**src/rtl/hf_mcu_pkg.sv**
```systemverilog
`default_nettype none
// +--------------------------------------------------------------------------+
// | hf_mcu_pkg                                                               |
// | Shared arbiter state type, default timing constants and align indices.  |
// | Revision: 1.0                                                            |
// +--------------------------------------------------------------------------+
package hf_mcu_pkg;

  typedef enum logic [2:0] {
    IDLE    = 3'd0,
    GRANT0  = 3'd1,
    GRANT1  = 3'd2,
    TURN    = 3'd3,
    REFRESH = 3'd4
  } arb_state_t;

  localparam int c_TRFC        = 8;
  localparam int c_TURNAROUND  = 2;
  localparam int c_MAX_PENDING = 4;

  // Bit positions of the two aligned request lines, as seen by the soft controller.
  localparam int c_ALIGN0 = 0;
  localparam int c_ALIGN1 = 1;

endpackage : hf_mcu_pkg
`default_nettype wire

```
**src/rtl/refresh_pending_ctr.sv**
```systemverilog
`default_nettype none
// +--------------------------------------------------------------------------+
// | refresh_pending_ctr                                                      |
// | Toggle-edge detector feeding a saturating pending-refresh counter.      |
// | Revision: 1.0                                                            |
// +--------------------------------------------------------------------------+
module refresh_pending_ctr
  import hf_mcu_pkg::*;
#(
  parameter int MAX_PENDING = c_MAX_PENDING
) (
  input  logic       CLK,
  input  logic       RST,
  input  logic       strobe,
  input  logic       issue,
  output logic [2:0] count,
  output logic       overflow
);

  localparam logic [2:0] c_MAX = 3'(MAX_PENDING);

  logic r_strobe_q;
  logic r_armed;
  logic w_edge;

  // The first clock after reset only captures the strobe level, so a static level is never an edge.
  assign w_edge = r_armed && (r_strobe_q != strobe);

  always_ff @(posedge CLK or posedge RST) begin
    if (RST) begin
      r_strobe_q <= 1'b0;
      r_armed    <= 1'b0;
      count      <= 3'd0;
      overflow   <= 1'b0;
    end else begin
      r_strobe_q <= strobe;
      r_armed    <= 1'b1;
      if (w_edge && (count == c_MAX)) begin
        overflow <= 1'b1;
      end
      if (w_edge && !issue) begin
        if (count != c_MAX) begin
          count <= count + 3'd1;
        end
      end else if (issue && !w_edge) begin
        if (count != 3'd0) begin
          count <= count - 3'd1;
        end
      end
    end
  end

endmodule : refresh_pending_ctr
`default_nettype wire

```
**src/rtl/mcu_align_arbiter.sv**
```systemverilog
`default_nettype none
// +--------------------------------------------------------------------------+
// | mcu_align_arbiter                                                        |
// | Shares the DRAM port between two aligned requesters and refresh.        |
// | Revision: 1.0                                                            |
// +--------------------------------------------------------------------------+
module mcu_align_arbiter
  import hf_mcu_pkg::*;
#(
  parameter int TRFC        = c_TRFC,
  parameter int TURNAROUND  = c_TURNAROUND,
  parameter int MAX_PENDING = c_MAX_PENDING
) (
  input  logic       CLK,
  input  logic       RST,
  input  logic [1:0] MCU_REQUEST_ALIGN,
  input  logic       MCU_REFRESH_STROBE,
  output logic [1:0] MCU_GRANT_ALIGN,
  output logic       DRAM_REFRESH_CMD,
  output logic [2:0] REFRESH_PENDING,
  output logic       REFRESH_OVERFLOW,
  output logic       ARB_BUSY
);

  localparam int c_TMR_W = $clog2((TRFC > TURNAROUND) ? TRFC : TURNAROUND) + 1;

  arb_state_t         r_state;
  arb_state_t         w_next;
  logic [c_TMR_W-1:0] r_timer;
  logic [c_TMR_W-1:0] w_timer_next;
  logic               r_last_grant;
  logic               w_last_next;
  logic               w_issue;
  logic [1:0]         w_grant_next;
  logic [2:0]         w_pending;
  logic               w_overflow;

  refresh_pending_ctr #(
    .MAX_PENDING (MAX_PENDING)
  ) u_pending (
    .CLK      (CLK),
    .RST      (RST),
    .strobe   (MCU_REFRESH_STROBE),
    .issue    (w_issue),
    .count    (w_pending),
    .overflow (w_overflow)
  );

  assign REFRESH_PENDING  = w_pending;
  assign REFRESH_OVERFLOW = w_overflow;

  always_comb begin
    w_next       = r_state;
    w_timer_next = r_timer;
    w_last_next  = r_last_grant;
    w_issue      = 1'b0;
    w_grant_next = 2'b00;
    case (r_state)
      IDLE: begin
        if (w_pending != 3'd0) begin
          w_next       = REFRESH;
          w_timer_next = c_TMR_W'(TRFC - 1);
          w_issue      = 1'b1;
        end else if (MCU_REQUEST_ALIGN[c_ALIGN0] && MCU_REQUEST_ALIGN[c_ALIGN1]) begin
          // Both lines up is illegal; alternate away from whoever was served last.
          w_next = r_last_grant ? GRANT0 : GRANT1;
        end else if (MCU_REQUEST_ALIGN[c_ALIGN0]) begin
          w_next = GRANT0;
        end else if (MCU_REQUEST_ALIGN[c_ALIGN1]) begin
          w_next = GRANT1;
        end
      end
      GRANT0: begin
        if (!MCU_REQUEST_ALIGN[c_ALIGN0]) begin
          w_next       = TURN;
          w_timer_next = c_TMR_W'(TURNAROUND - 1);
          w_last_next  = 1'b0;
        end
      end
      GRANT1: begin
        if (!MCU_REQUEST_ALIGN[c_ALIGN1]) begin
          w_next       = TURN;
          w_timer_next = c_TMR_W'(TURNAROUND - 1);
          w_last_next  = 1'b1;
        end
      end
      TURN, REFRESH: begin
        if (r_timer == '0) begin
          w_next = IDLE;
        end else begin
          w_timer_next = r_timer - 1'b1;
        end
      end
      default: begin
        w_next = IDLE;
      end
    endcase
    w_grant_next[c_ALIGN0] = (w_next == GRANT0);
    w_grant_next[c_ALIGN1] = (w_next == GRANT1);
  end

  always_ff @(posedge CLK or posedge RST) begin
    if (RST) begin
      r_state          <= IDLE;
      r_timer          <= '0;
      r_last_grant     <= 1'b1;
      MCU_GRANT_ALIGN  <= 2'b00;
      DRAM_REFRESH_CMD <= 1'b0;
      ARB_BUSY         <= 1'b0;
    end else begin
      r_state          <= w_next;
      r_timer          <= w_timer_next;
      r_last_grant     <= w_last_next;
      MCU_GRANT_ALIGN  <= w_grant_next;
      DRAM_REFRESH_CMD <= w_issue;
      ARB_BUSY         <= (w_next != IDLE);
    end
  end

endmodule : mcu_align_arbiter
`default_nettype wire

```
**config.mk**
```make
export PLATFORM = sky130hd
export DESIGN_NAME = mcu_align_arbiter
export DESIGN_NICKNAME = d
export VERILOG_FILES = /design/src/rtl/hf_mcu_pkg.sv /design/src/rtl/refresh_pending_ctr.sv /design/src/rtl/mcu_align_arbiter.sv
export SDC_FILE = /design/constraint.sdc
export NUM_CORES = 1
export LEC_CHECK = 0
export CORE_AREA = 3 3 57 64
export CTS_CLUSTER_DIAMETER = 80
export DETAILED_ROUTE_END_ITERATION = 8
export DIE_AREA = 0 0 60 67
export PLACE_DENSITY = 0.58
export SLEW_MARGIN = 20
export SYNTH_ARGS = -nofsm -noshare
export SYNTH_HDL_FRONTEND = slang
export SYNTH_SLANG_ARGS = --single-unit
```
**constraint.sdc**
```tcl
create_clock -name CLK -period 4.3 [get_ports CLK]
set_input_delay 1.29 -clock CLK [delete_from_list [all_inputs] [get_ports CLK]]
set_output_delay 1.29 -clock CLK [all_outputs]
set_load 0.05 [all_outputs]
```
Word-level counts from Yosys, hierarchy flattened
Cells that the tools add are included.

Register bits: 18. Bits of input ports: 5. Output and inout port bits: 8. Word-level logic and storage cells: 69.

Equality and inequality tests: 14. Add/subtract/negate cells: 3. Reductions and logical operators: 19. Mux-type cells: 23.

Operator list (count): $mux W3 (11); $mux W4 (4); $pmux W4 S4 (1); $pmux W3 S4 (1); $ne A2 B2 Y1 const B (5); $eq A3 B2 Y1 const B (3); $eq A3 B1 Y1 const B (2); $eq A3 B3 Y1 const B (2); $reduce_and A3 Y1 (2); $reduce_bool A2 Y1 (3); $reduce_bool A3 Y1 (2); $logic_and A1 B1 Y1 (5); $reduce_and A5 Y1 (1); $logic_not A4 Y1 (1); $mux W1 (4); $reduce_bool A4 Y1 (1); $sub A4 B1 Y4 const B (1); $add A3 B1 Y3 const B (1); $logic_not A3 Y1 (1); $ne A3 B3 Y1 const B (1); $sub A3 B1 Y3 const B (1); $logic_not A1 Y1 (2); $mux W2 (1); $pmux W1 S2 (1); other kinds (2) (2).

Longest topological paths before layout
Gate-level depths: netlist of the first run.

Depth in word-level cells: 7. Mapped depth: 6. Gate-level depth less buffers: 6.

Modules after synthesis
From an unflattened synthesis of the first run, not the netlist that was laid out.

Cells, all modules: 99. Area total of the unflattened synthesis: 1002.2 um2.

Modules (own cells, without submodules): mcu_align_arbiter (cells each 71, seq. area each 301.5 um2, area each 691.9 um2, times used 1); refresh_pending_ctr (cells each 28, seq. area each 150.1 um2, area each 310.3 um2, times used 1).

Least setup slack after synthesis of the first run
OpenSTA, ideal clock, no wires.

Path kind: input-to-reg. Start point: input MCU_REFRESH_STROBE. End point: register u_pending.count[2]. Required time: 4148 ps. Library setup time: 152 ps. Stages: 6. Arrival: 2608 ps. Path buffers: 0. Setup slack: 1540 ps. Cells stage by stage: xor2_1 -> o211ai_1 -> fa_1 -> a2111oi_1 -> o21bai_1 -> a21oi_1.

Word-level cells in the longest chain between the ends: 6. Elaborated cells on any way between the ends: 10. Those cells by class: eq/ne (2); mux (1); reduce/logical (7).

Ends and longest elaborated chain: start, declared (RTL line mcu_align_arbiter.sv:17) `input logic MCU_REFRESH_STROBE,`; $ne A1 B1 Y1 * (RTL line refresh_pending_ctr.sv:27) `assign w_edge = r_armed && (r_strobe_q != strobe);`; $logic_and A1 B1 Y1 * (RTL line refresh_pending_ctr.sv:27); $logic_not A1 Y1 (RTL line refresh_pending_ctr.sv:45) `end else if (issue && !w_edge) begin`; $logic_and A1 B1 Y1 (RTL line refresh_pending_ctr.sv:45); $reduce_bool A2 Y1 (no line); $reduce_and A3 Y1 (no line); end signal, assigned (RTL line refresh_pending_ctr.sv:43) `count <= count + 3'd1;`; end signal, assigned (RTL line refresh_pending_ctr.sv:47) `count <= count - 3'd1;`; end, declared (RTL line refresh_pending_ctr.sv:16) `output logic [2:0] count,`.

Every way passes the cells marked *; elsewhere a longest branch is shown, timed or not. A chain may end at the register's enable or synchronous reset.

Worst setup path in the final report of the first run
Same ends and word-level chain as after synthesis.

==> results of run 1 <==
[how the worst max path moves through the flow]
stage | from | end | cells past startpoint
3_3_place_gp | MCU_REFRESH_STROBE | u_pending.count[2] | 7
4_1_cts | MCU_REFRESH_STROBE | u_pending.count[2] | 7
5_1_grt | MCU_REFRESH_STROBE | u_pending.count[2] | 7
3_5_place_dp | MCU_REFRESH_STROBE | u_pending.count[2] | 7
6_report | MCU_REFRESH_STROBE | u_pending.count[2] | 7
2_1_floorplan | MCU_REFRESH_STROBE | u_pending.count[2] | 6
[cell type report]
cell class,count,area (um^2)
Fill cell,303,1820
Tap cell,34,42.5
Clock buffer,4,36.3
Timing Repair Buffer,12,120
Sequential cell,18,452
Inverter,6,22.5
Multi-Input combinational cell,83,559
[layer usage]
metal  vias up  GRT usage
li1        432          -
met1       406      0.159
met2        19      0.193
met3         2     0.0388
met4         0     0.0471
met5         -          0
[state kept, by name (all words and copies together), names as in the netlist]
register	flops
u_pending.count	3
ARB_BUSY	1
u_pending.r_strobe_q	1
u_pending.overflow	1
u_pending.r_armed	1
DRAM_REFRESH_CMD	1
r_timer	4
MCU_GRANT_ALIGN	2
r_last_grant	1
r_state	3
[kinds of logic after synthesis]
family                     count (synthesis)  synth area share
AOI/OAI and AO/OA                         36             0.244
xor gates and xnor gates                   2            0.0166
adders and majority gates                  2            0.0309
buffers and inverters                     10            0.0392
DFF                                       18             0.429
muxes                                      1            0.0107
other                                      1           0.00356
and+or+nand+nor                           41             0.226
[synth_stat cells (4+ instances only)]
cell type / count
nand3b_1: 4
o21ai_0: 9
nand2_1: 7
dfrtp_1: 17
inv_1: 6
a21oi_1: 5
nor2_1: 5
nor2b_1: 6
[stage by stage]
stage | worst slack (ns) | cells | instance area [um^2]
after floorplan | 1.54 | 111 | 1050
after global placement | 0.989 | 153 | 1200
after detailed placement | 0.897 | 153 | 1200
after CTS | 1.21 | 157 | 1230
after global routing | 1.02 | 157 | 1230
final | 1.18 | 157 | 1230
[critical path, cell delays in order]
cell,delay [ns]
clkdlybuf4s50_1,0.49
xor2_1,0.27
o211ai_1,0.19
fa_1,0.43
a2111oi_1,0.38
o21bai_1,0.18
a21oi_1,0.08
[power breakdown]
part,total (W),leakage [nW],internal [W],switching (W)
combinational,0.000387,0.316,0.000162,0.000224
sequential,0.000291,0.212,0.000222,0.0000690
clock,0.000107,0.0210,0.0000516,0.0000557
total,0.000785,0.549,0.000436,0.000349
==> metrics.md, run 1 <==
| Metric | Value |
|---|---|
| Flops & latches, synth | `18` |
| Cells on Worst Hold Path | `2` |
| Post-layout min period | `approximately 3.1 ns` |
| Core Region | `~3000 um^2` |
| Post-CTS Setup Bufs | `0` |
| Slew margin rel. | `0.546` |
| R2R Path End | `u_pending.count[1]` |
| Clock transition at path regs | `0.12 ns` |
| First-pass GRT wire length | `around 3.8 mm` |
| Drt drc | `0` |
| Synth unique cells | `43` |
| Hold Crit Class | `register to register` |
| Post-synthesis sequential area ratio | `0.429` |
| Top Ports | `13` |
| Hold_sp | `r_last_grant` |
| Final Hold Fails | `0` |
| Worst R2R Path Depth | `6` |
| Worst skew pair latency | `0.30 ns` |
| Worst Max-Slew Pin Slew | `0.680 ns` |
| I/O Buffers | `12` |
| Post-CTS Resized | `0` |
| Post-route ant nets | `0` |
| Final core occ | `0.404` |
| GPL Wtd Cong | `approximately 0.81` |
| DRT met1 WL | `roughly 1.1 mm` |
| CTS buffer count | `3` |
| Syn nets | `118` |
| Dominant synthesized flop cell | `dfrtp_1` |
| Critical Path Source Type | `input port` |
| Nets | `roughly 130` |
| Final setup violation count | `0` |
| Clock sink total | `18` |
| Final worst path period share | `0.726` |
| Wire per inst | `roughly 14 um` |
| Required @ worst endpoint | `4.50 ns` |
| Max-cap viol count | `0` |
| CTS tree | `yes` |
| GRT Util Overall | `0.124` |
| Mean post-synth cell area | `around 9.5 um^2` |
| Routed WL | `approximately 2.2 mm` |
| Post-DR vias/cell | `around 5.5` |
| Layout area overhead | `17.1%` |
| Hold endpoint | `r_last_grant` |
| Total power | `~0.0008 W` |
| Die H | `roughly 67 um` |
| Hold_buf cts | `0` |
| Largest cells by area after synthesis | `dfrtp_1, o21ai_0, nor2b_1` |
| Initial antenna violation count | `0` |
| Final Slew Violations | `0` |
| Unrepaired setup endpoints after global routing | `no` |
| Critical R2R Launch | `r_state[1]` |
| Critical path arrival | `~3.3 ns` |
| H-tree levels | `1` |
| Cell count after synthesis | `roughly 110` |
| Starting density of the core | `0.345` |
| Share of post-route cells with drive strength above 1 | `0.0650` |
| Vias | `approximately 860` |
| Top-area cell type share of the netlist area | `0.404` |
| Clock buffer depth | `2` |
| Initial DRC count | `46` |
| Die area | `between 4000 and 5000 um^2` |
| First-pass iteration count of the detailed router | `4` |
| Largest net degree at the start of global routing | `19` |
| Uppermost routed layer | `met4` |
| TNS Setup | `0 ns` |
| Worst vdd ir | `around 0.36 mV` |
| Run status | `complete, no violations` |
| Rows | `21` |
| Global route overflow | `0` |
| Wire length on met2 | `about 980 um` |
| EDFF count, synth | `0` |
| Worst Setup End Kind | `register` |
| Routed wl met3 | `around 93 um` |
| Most common cell after layout, fill and taps aside | `dfrtp_1` |
| Flop2flop setup slack | `roughly 2.0 ns` |
| Post-DP HPWL | `~1.6 mm` |
| Critical path class | `input port to register` |
| Number of global-route vias before repair | `864` |
| CTS root buffer | `clkbuf_4` |
| Die X | `roughly 60 um` |
| Minimum hold slack | `about 0.49 ns` |
| Critical path peak fanout | `4` |
| Synth area leader | `dfrtp_1` |
| Most frequent cells in the layout | `dfrtp_1, clkdlybuf4s50_1, o21ai_0, nand2_1` |
| Pwr/cell area | `roughly 640 nW/um^2` |
| Achievable frequency | `roughly 0.32 GHz` |
| Post-synthesis instance area | `roughly 1100 um^2` |
| Ant. Diodes | `0` |
| Synth warnings | `0` |
| Async S/R FF share, synth | `1.00` |
| Leak Pwr | `between 0.5 and 0.6 nW` |
| Clock skew | `0.0190 ns` |
Power figures use the tool's default switching activity.
==> run 2, diff against run 1 <==
==> constraint.sdc (replaced) <==
create_clock -name CLK -period 2.9 [get_ports CLK]
set_input_delay 0.87 -clock CLK [delete_from_list [all_inputs] [get_ports CLK]]
set_output_delay 0.87 -clock CLK [all_outputs]
set_load 0.05 [all_outputs]
==> run 2 against run 1 <==
Compared with the run above:
- cell count rose by 0.64%
- sequential share of layout area rose by 0.074 points
- die area did not move
- routed wire length fell by 2.6%
- core utilization fell by 0.082 points
- register-to-register slack got worse by 1.6 ns
- clock skew fell by 0.015 ns
- critical endpoint unchanged
- largest cell class unchanged
- highest routed layer unchanged
==> metrics.md, run 2 (synthesized netlist as in run 1, its figures left out) <==
| Metric | Value |
|---|---|
| Total power | `0.00114 W (+45%)` |
| Post-CTS Setup Bufs | `0 (unchanged)` |
| Critical Path Source Type | `input port` |
| Critical path peak fanout | `3 (-1)` |
| Post-layout min period | `roughly 2.7 ns` |
| Unrepaired setup endpoints after global routing | `no` |
| First-pass iteration count of the detailed router | `4 (unchanged)` |
| Die area | `4020 um^2 (unchanged)` |
| Vias | `842 (-2.0%)` |
| Share of post-route cells with drive strength above 1 | `0.0645 (-0.000525)` |
| Hold Crit Class | `register to register` |
| Clock skew | `0.00388 ns (-0.0152 ns)` |
| Drt drc | `0 (unchanged)` |
| Rows | `21 (unchanged)` |
| Initial antenna violation count | `0 (unchanged)` |
| Final Slew Violations | `0 (unchanged)` |
| Die X | `60 um (unchanged)` |
| CP startpoint | `MCU_REFRESH_STROBE` |
| Pwr/cell area | `924 nW/um^2 (+45%)` |
| Top Ports | `13 (unchanged)` |
| Worst R2R Path Depth | `6 (unchanged)` |
| Most common cell after layout, fill and taps aside | `dfrtp_1` |
| Final worst path period share | `0.948` |
| Layout area overhead | `16.9%` |
| Wire per inst | `13.3 um (-3.3%)` |
| Critical path class | `input port to register` |
| Final instance area | `1230 um^2 (-0.20%)` |
| Hold_buf cts | `0 (unchanged)` |
| Nets | `132 (+0.76%)` |
| Achievable frequency | `0.364 GHz` |
| Most frequent cells in the layout | `dfrtp_1, clkdlybuf4s50_1, o21ai_0, nand2_1` |
| Final Hold Fails | `0 (unchanged)` |
| Critical path endpoint | `u_pending.count[2]` |
| Max-cap viol count | `0 (unchanged)` |
| Clock sink total | `18 (unchanged)` |
| Largest net degree at the start of global routing | `19 (unchanged)` |
| Post-DR vias/cell | `5.33 (-2.6%)` |
| I/O Buffers | `12 (unchanged)` |
| Final core occ | `0.404 (-0.000821)` |
| CTS tree | `yes` |
| Initial DRC count | `32 (-30%)` |
| GPL Wtd Cong | `0.805 (-0.73%)` |
| Core Region | `3050 um^2 (unchanged)` |
| Most flops, register | `r_timer` |
| H-tree levels | `1 (unchanged)` |
| Slew margin rel. | `0.550 (+0.00390)` |
| Ant. Diodes | `0 (unchanged)` |
| Critical path arrival | `2.93 ns (-0.39 ns)` |
| Placed Area | `1200 um^2 (+0.63%)` |
| Worst vdd ir | `0.702 mV (+94%)` |
| TNS Setup | `0 ns (unchanged)` |
| Clock transition at path regs | `0.10 ns (-0.02 ns)` |
| Leak Pwr | `0.548 nW (-0.22%)` |
| Post-route ant nets | `0 (unchanged)` |
| Worst Setup End Kind | `register` |
| First-pass GRT wire length | `3.65 mm (-4.7%)` |
| Routed WL | `2.10 mm (-2.6%)` |
| Final setup violation count | `0 (unchanged)` |
| Die H | `67 um (unchanged)` |
| Run status | `complete, no violations` |
| Number of global-route vias before repair | `834 (-3.5%)` |
| Worst Max-Slew Pin Slew | `0.674 ns (-0.00585 ns)` |
| Starting density of the core | `0.345 (unchanged)` |
| Post-CTS Resized | `0 (unchanged)` |
| Global route overflow | `0 (unchanged)` |
| CTS buffer count | `3 (unchanged)` |
| Post-DP HPWL | `1.53 mm (-3.8%)` |
| Required @ worst endpoint | `3.08 ns (-1.42 ns)` |
| GRT Util Overall | `0.121 (-0.00352)` |
| Flop2flop setup slack | `0.39 ns (-1.58 ns)` |
| Clock buffer depth | `2 (unchanged)` |
| Critical R2R Launch | `u_pending.count[0]` |
| Regs by FF count | `r_timer x4, r_state x3, u_pending.count x3` |
| Max reg flops | `4 (unchanged)` |
| R2R Path End | `u_pending.count[2]` |
| Worst skew pair latency | `0.29 ns (about the same)` |
| CTS root buffer | `clkbuf_4` |
-- run 2: cell types whose count changed in the layout (fill, tap and decap cells not counted) --
cell | before | now
clkbuf_8 | 1 | 0
buf_4 | 0 | 1
clkbuf_1 | 0 | 1
-- run 2: how the worst min path moves through the flow --
stage                             from                  to  slack (ns)  cells past startpoint
finish              u_pending.overflow  u_pending.overflow        0.47                      1
global route        u_pending.overflow  u_pending.overflow        0.50                      1
CTS                 u_pending.overflow  u_pending.overflow        0.48                      1
detailed placement  u_pending.overflow  u_pending.overflow        0.46                      1
global placement    u_pending.overflow  u_pending.overflow        0.45                      1
floorplan                 r_last_grant        r_last_grant        0.46                      2
-- run 2: per-stage QoR --
stage / setup WS, ns / hold slack, ns / cells
finish: 0.150 / 0.472 / 158
detailed placement: -0.105 / 0.455 / 154
global placement: 0.0898 / 0.453 / 154
CTS: 0.209 / 0.479 / 158
global route: 0.0658 / 0.505 / 158
floorplan: 0.560 / 0.457 / 111
-- run 2: critical path: stages --
cell	delay, ns
clkdlybuf4s50_1	0.49
xor2_1	0.19
o211ai_1	0.17
fa_1	0.45
a2111oi_1	0.46
o21bai_1	0.21
a21oi_1	0.09
-- run 2: layer usage --
metal	up-vias	global-route usage	share of wire
met5	-	0	0
met4	0	0.0443	0.0076
met1	389	0.151	0.47
met2	19	0.197	0.47
met3	2	0.0310	0.050
li1	432	-	-
-- run 2: area by class of cell --
| cell class | count | area (um^2) |
|---|---|---|
| multi-input combinational | 83 | 559 |
| sequential | 18 | 452 |
| fill | 300 | 1820 |
| timing repair buffer | 13 | 128 |
| clock buffer | 4 | 26.3 |
| inverter | 6 | 22.5 |
| tap | 34 | 42.5 |
-- run 2: power by group --
| part | switching [W] | internal (W) | total, W |
|---|---|---|---|
| Combinational | 0.000333 | 0.000241 | 0.000575 |
| Sequential | 0.000101 | 0.000329 | 0.000431 |
| Clock | 0.0000773 | 0.0000534 | 0.000131 |
==> run 3, diff against run 2 <==
--- a/config.mk
+++ b/config.mk
@@ -9,6 +9,7 @@
 export CTS_CLUSTER_DIAMETER = 80
 export DETAILED_ROUTE_END_ITERATION = 8
 export DIE_AREA = 0 0 60 67
+export GPL_ROUTABILITY_DRIVEN = 0
 export PLACE_DENSITY = 0.58
 export SLEW_MARGIN = 20
 export SYNTH_ARGS = -nofsm -noshare
==> results of run 3 <==
The final DEF is identical to that of run 2; final timing and power are the same.
